$ cat config.mk
export PLATFORM = sky130hd
export DESIGN_NAME = lambda_seq_ctrl
export DESIGN_NICKNAME = d
export VERILOG_FILES = /design/src/rtl/lambda_seq_ctrl.sv
export SDC_FILE = /design/constraint.sdc
export NUM_CORES = 1
export LEC_CHECK = 0
export BUFFER_PORTS_ARGS = -buffer_cell sky130_fd_sc_hd__buf_2
export CELL_PAD_IN_SITES_DETAIL_PLACEMENT = 0
export CELL_PAD_IN_SITES_GLOBAL_PLACEMENT = 1
export CORE_MARGIN = 2
export CORE_UTILIZATION = 37
export CTS_CLUSTER_DIAMETER = 120
export DETAILED_ROUTE_END_ITERATION = 8
export HOLD_SLACK_MARGIN = 0.02
export PLACE_DENSITY_LB_ADDON = 0.1
export SLEW_MARGIN = 20
export SYNTH_ARGS = -nofsm -noshare
export SYNTH_HDL_FRONTEND = slang
export SYNTH_SLANG_ARGS = --single-unit
$ cat constraint.sdc
create_clock -name clk -period 1.81 [get_ports clk]
set_input_delay 0.4525 -clock clk [delete_from_list [all_inputs] [get_ports clk]]
set_output_delay 0.4525 -clock clk [all_outputs]
set_load 0.01 [all_outputs]
$ cat src/rtl/lambda_seq_ctrl.sv
// lambda_seq_ctrl
//   Feeds one latent frame of N_ELEM (mean, var) pairs through the shared lambda
//   (reparameterisation) pipeline, lambda = mean + sqrt(softplus(var)) * eps.
//   It accepts at most one pair per cycle and tags each pair with its element index.
//   A token shift register, matched to the pipeline latency, carries the tag alongside
//   the pair. The controller then registers pl_lambda together with that tag.
//   The arithmetic belongs to the pipeline; the data passes through this block unmodified.
//
// Optional feature: define LAMBDA_SEQ_PERF_EN to add the perf_cycles / perf_stall counters.
//
// Ports
//   clk, reset           clock (posedge), synchronous active-high reset
//   start                begin a frame (only honoured in idle)
//   busy                 high while issuing or draining
//   done                 one-cycle pulse the cycle after the frame's last result
//   in_valid/in_ready    upstream pair handshake; in_ready depends on state only
//   in_mean/in_var       upstream pair
//   pl_mean/pl_var       pair presented to the pipeline (held between transfers)
//   pl_lambda            pipeline result
//   out_valid/out_idx    tagged result strobe and element index (no backpressure)
//   out_data             registered pl_lambda
//   perf_cycles          [LAMBDA_SEQ_PERF_EN] issue+drain cycles of last completed frame
//   perf_stall           [LAMBDA_SEQ_PERF_EN] issue cycles without in_valid, last frame

module lambda_seq_ctrl #(
   parameter int unsigned BITSIZE  = 20,
   parameter int unsigned N_ELEM   = 16,
   parameter int unsigned PIPE_LAT = 12,
   parameter int unsigned IDX_W    = 4
) (
   input  logic               clk,
   input  logic               reset,
   input  logic               start,
   output logic               busy,
   output logic               done,
   input  logic               in_valid,
   output logic               in_ready,
   input  logic [BITSIZE-1:0] in_mean,
   input  logic [BITSIZE-1:0] in_var,
   output logic [BITSIZE-1:0] pl_mean,
   output logic [BITSIZE-1:0] pl_var,
   input  logic [BITSIZE-1:0] pl_lambda,
   output logic               out_valid,
   output logic [IDX_W-1:0]   out_idx,
   output logic [BITSIZE-1:0] out_data
`ifdef LAMBDA_SEQ_PERF_EN
   ,
   output logic [31:0]        perf_cycles,
   output logic [15:0]        perf_stall
`endif
);

   typedef enum logic [1:0] {StIdle, StIssue, StDrain, StDone} state_e;

   state_e             state_q, state_d;
   logic [IDX_W-1:0]   issue_cnt_q;
   logic               xfer;
   logic               last_issue;
   logic               last_out;

   // Token shift register: a valid bit plus the element tag per pipeline stage.
   logic [PIPE_LAT-1:0] tok_vld_q;
   logic [IDX_W-1:0]    tok_idx_q [PIPE_LAT];

   logic [BITSIZE-1:0] pl_mean_q, pl_var_q;
   logic               out_valid_q;
   logic [IDX_W-1:0]   out_idx_q;
   logic [BITSIZE-1:0] out_data_q;

   assign in_ready   = (state_q == StIssue);
   assign xfer       = in_valid & in_ready;
   assign last_issue = (issue_cnt_q == IDX_W'(N_ELEM - 1));
   // The frame is finished once the last tag has reached the output register.
   assign last_out   = out_valid_q & (out_idx_q == IDX_W'(N_ELEM - 1));

   assign busy      = (state_q == StIssue) || (state_q == StDrain);
   assign done      = (state_q == StDone);
   assign pl_mean   = pl_mean_q;
   assign pl_var    = pl_var_q;
   assign out_valid = out_valid_q;
   assign out_idx   = out_idx_q;
   assign out_data  = out_data_q;

   // ------------------------------------------------------------------
   // FSM
   // ------------------------------------------------------------------
   always_ff @(posedge clk) begin
      if (reset) begin
         state_q <= StIdle;
      end else begin
         state_q <= state_d;
      end
   end

   always_comb begin
      state_d = state_q;
      unique case (state_q)
         StIdle:  if (start) state_d = StIssue;
         StIssue: if (xfer && last_issue) state_d = StDrain;
         StDrain: if (last_out) state_d = StDone;
         StDone:  state_d = StIdle;
         default: state_d = StIdle;
      endcase
   end

   // ------------------------------------------------------------------
   // Issue counter: cleared on frame start, held at N_ELEM-1 after the last
   // transfer so it never wraps inside a frame.
   // ------------------------------------------------------------------
   always_ff @(posedge clk) begin
      if (reset) begin
         issue_cnt_q <= '0;
      end else if ((state_q == StIdle) && start) begin
         issue_cnt_q <= '0;
      end else if (xfer && !last_issue) begin
         issue_cnt_q <= issue_cnt_q + IDX_W'(1);
      end
   end

   // ------------------------------------------------------------------
   // Pipeline operand registers: loaded on transfer, held otherwise.
   // ------------------------------------------------------------------
   always_ff @(posedge clk) begin
      if (reset) begin
         pl_mean_q <= '0;
         pl_var_q  <= '0;
      end else if (xfer) begin
         pl_mean_q <= in_mean;
         pl_var_q  <= in_var;
      end
   end

   // ------------------------------------------------------------------
   // Token shift register: shifts every cycle, bubbles enter as zero tokens.
   // ------------------------------------------------------------------
   always_ff @(posedge clk) begin
      if (reset) begin
         tok_vld_q <= '0;
         for (int i = 0; i < int'(PIPE_LAT); i++) begin
            tok_idx_q[i] <= '0;
         end
      end else begin
         tok_vld_q[0] <= xfer;
         tok_idx_q[0] <= xfer ? issue_cnt_q : '0;
         for (int i = 1; i < int'(PIPE_LAT); i++) begin
            tok_vld_q[i] <= tok_vld_q[i-1];
            tok_idx_q[i] <= tok_idx_q[i-1];
         end
      end
   end

   // ------------------------------------------------------------------
   // Result register: captures pl_lambda with the tag of the exiting token.
   // ------------------------------------------------------------------
   always_ff @(posedge clk) begin
      if (reset) begin
         out_valid_q <= 1'b0;
         out_idx_q   <= '0;
         out_data_q  <= '0;
      end else begin
         out_valid_q <= tok_vld_q[PIPE_LAT-1];
         if (tok_vld_q[PIPE_LAT-1]) begin
            out_idx_q  <= tok_idx_q[PIPE_LAT-1];
            out_data_q <= pl_lambda;
         end
      end
   end

`ifdef LAMBDA_SEQ_PERF_EN
   // ------------------------------------------------------------------
   // Performance counters: running counts for the current frame. They are
   // published on the done cycle and saturate at all-ones.
   // ------------------------------------------------------------------
   logic [31:0] cyc_cnt_q, perf_cycles_q;
   logic [15:0] stall_cnt_q, perf_stall_q;

   always_ff @(posedge clk) begin
      if (reset) begin
         cyc_cnt_q     <= '0;
         stall_cnt_q   <= '0;
         perf_cycles_q <= '0;
         perf_stall_q  <= '0;
      end else begin
         if ((state_q == StIdle) && start) begin
            cyc_cnt_q   <= '0;
            stall_cnt_q <= '0;
         end else begin
            if (busy && (cyc_cnt_q != '1)) begin
               cyc_cnt_q <= cyc_cnt_q + 32'd1;
            end
            if ((state_q == StIssue) && !in_valid && (stall_cnt_q != '1)) begin
               stall_cnt_q <= stall_cnt_q + 16'd1;
            end
         end
         if (state_q == StDone) begin
            perf_cycles_q <= cyc_cnt_q;
            perf_stall_q  <= stall_cnt_q;
         end
      end
   end

   assign perf_cycles = perf_cycles_q;
   assign perf_stall  = perf_stall_q;
`endif

endmodule
==> flow_summary.json <==
{
  "status": "finished, final reports clean",
  "die_w_um": 111,
  "routed_wl_mm": 8.45,
  "power.density_mw_per_mm2": 1270,
  "finalCriticalPeriod_ns": 1.72,
  "synth_flop_cell": "dfxtp_1",
  "cts_tree": "built",
  "seqPwrFrac": 0.438,
  "syn_to_final_growth_pct": 31.3,
  "drv_cap": 0,
  "rr_worst_depth": 6,
  "synth_top_area_share": 0.619,
  "grt_pass1_wl_mm": 14.1,
  "yosysWarnings": 0,
  "synthesis.area_mm2": 0.00424,
  "htree_levels": 4,
  "hp-class": "primary input to flop",
  "clkPwrFrac": 0.441,
  "grt_pass1_vias": 2994,
  "cts_inserted_buffers": 17,
  "dp_hpwl_mm": 5.52,
  "num_rows": 39,
  "gp_congestion": 0.738,
  "instances_no_fill": 708,
  "antenna_found_initial": 0,
  "post_drt_wl_per_cell_um": 11.9,
  "yosysSeqAreaShare": 0.619,
  "cp.required_ns": 1.36,
  "hold_viol_final": 0,
  "p_switching_mw": 1.69,
  "holdPathStages": 3,
  "overflow": 0,
  "worst_path_max_delay_cell": "dfxtp_1",
  "first_pass_iters": 4,
  "root_buffer": "clkbuf_16",
  "diodes": 0,
  "synth.avg_cell_area_um2": 10.0,
  "ir_drop_mv": 0.473,
  "path_max_fanout": 3,
  "final_layout_size_suffix_gt1_frac": 0.296,
  "clk_pin_slew_ns": 0.05,
  "p_comb_frac": 0.121,
  "worst_pin_slew_ns": 0.354,
  "period_share": 0.953,
  "timing_worst_setup_path_type": "flop to output pin",
  "finalSetupViolCount": 0,
  "cts_sinks": 131,
  "yosysMostFrequentCell": "dfxtp_1",
  "fin_skew_ns": 0.00545,
  "leakagePower_nw": 2.42,
  "slew_violations": 0,
  "dr_total_vias": 3086,
  "track_usage": 0.142,
  "initialDrtViolationCount": 145,
  "port_buffers": 131,
  "drc_errors": 0,
  "clk_latency_ns": 0.40,
  "dieHeight_um": 111,
  "yosysUniqueCellTypes": 26,
  "coreArea_mm2": 0.0113,
  "yosys-top-cells-count": "dfxtp_1 (131), nand2_1 (83), nor2b_1 (57), a21oi_1 (42), nor2_1 (29)",
  "initial_core_util": 0.376,
  "dp.cells": 677,
  "vias_per_cell": 4.36,
  "grt_max_degree": 56,
  "worst_setup_path_end_kind": "output pin",
  "synth.area.top_cells": "dfxtp_1 (62%), nor2b_1 (8.4%), nand2_1 (7.4%), mux2i_1 (5.9%), a21oi_1 (5.0%)",
  "syn_inst": 423,
  "synth_area_leader_cell": "dfxtp_1",
  "crit_chain": "inv_1 -> ha_1 -> buf_2",
  "ys_ff_latch": 131,
  "setup_tns_ns": 0,
  "arrival_ns": 1.27,
  "startpoint_type": "flop",
  "switching_share": 0.238,
  "rsz0062_at_grt": "no",
  "final_nets": 622,
  "clock_path_buffers": 2,
  "ios": 132,
  "relSlewSlack": 0.764,
  "syn_nets": 492,
  "synth_async_sr_flop_share": 0,
  "postCtsSetupBuffers": 0,
  "slowest_delay_ns": 0.35,
  "fmax_mhz": 580,
  "whs_ns": 0.289,
  "detail-route-antenna-nets": 0,
  "die_area_mm2": 0.0123,
  "p_int_mw": 5.40,
  "synth_edf_count": 0
}
-- layout make-up --
class,instances,area [um^2]
Clock buffer,26,499
Multi-Input combinational cell,263,1440
Fill cell,1121,5710
Tap cell,143,179
Inverter,3,11.3
Sequential cell,131,2620
Clock inverter,5,50.0
Timing Repair Buffer,137,753
-- layer usage --
metal / track usage / vias up / routed length (um)
li1: - / 1602 / -
met1: 0.175 / 1383 / 4050
met2: 0.219 / 91 / 3710
met3: 0.0607 / 10 / 587
met4: 0.0625 / 0 / 102
met5: 0 / - / 0
-- registers in the layout, indices dropped and copies added (netlist names) --
register and flops:
out_data 20, out_valid 1, tok_idx_q 48, pl_var 20, issue_cnt_q 4, out_idx 4
pl_mean 20, tok_vld_q 12, state_q 2
-- metrics by stage --
| step | utilization | setup slack (ns) | total power, mW | cell area, um^2 |
|---|---|---|---|---|
| after detailed placement | 0.444 | 0.360 | 4.03 | 5010 |
| after CTS | 0.493 | 0.0188 | 7.19 | 5560 |
| final | 0.493 | 0.0854 | 7.08 | 5560 |
| after global placement | 0.444 | 0.375 | 4.02 | 5010 |
| after floorplan | - | 0.439 | 3.71 | 4240 |
| after global routing | 0.493 | 0.00553 | 7.45 | 5560 |
-- logic make-up after synthesis --
| kind of cell | synth area share |
|---|---|
| adder cells (fa/ha/maj) | 0.0148 |
| flip-flops | 0.619 |
| XOR/XNOR | 0.00207 |
| buffers and inverters | 0.0402 |
| AO/OA/AOI/OAI | 0.0632 |
| AND/OR/NAND/NOR | 0.201 |
| multiplexers | 0.0591 |
-- placed cells by master, fill, tap and decap left out --
master,n
buf_2,130
dfxtp_1,130
nand2_1,83
nor2b_1,57
a21oi_1,42
nor2_1,29
mux2i_1,25
clkbuf_16,17
ha_1,5
clkbuf_1,5
and2_1,4
clkbuf_8,4
clkinv_2,4
buf_12,4
inv_1,3
nor3_1,3
buf_4,3
o21ai_2,2
and3_1,2
a31oi_1,2
nand3_1,1
o21ai_0,1
nand2_2,1
nand2b_1,1
o21a_1,1
a21o_1,1
xor2_1,1
nand4_1,1
o31ai_1,1
bufinv_16,1
dfxtp_2,1
-- final timing paths --
kind / from / end / slack (ns)
setup / recovery: state_q[1] / busy / 0.09
hold / removal: pl_lambda[4] / out_data[4] / 0.29
setup reg to reg: state_q[1] / issue_cnt_q[2] / 0.38
hold reg to reg: tok_idx_q[6][2] / tok_idx_q[7][2] / 0.43
-- power groups by stage --
stage	combinational (mW)	clock, mW	sequential [mW]
floorplan	0.504	0	3.21
global placement	0.865	0	3.15
detailed placement	0.871	0	3.16
CTS	0.874	3.22	3.10
global route	0.974	3.36	3.12
finish	0.856	3.12	3.10
-- worst max-delay path: cells and delay by family, from the launching register on --
kind                       cells  cell delay [ns]
DFF                            1             0.35
buffers and inverters          2             0.23
adders and majority gates      1             0.29
-- what timing repair did --
action | in CTS | in global routing
hold buffers | 0 | 0
endpoints found under the setup margin | 0 | 1
gates resized for setup | 0 | 1
No activity file was read; power rests on OpenSTA's default activity.
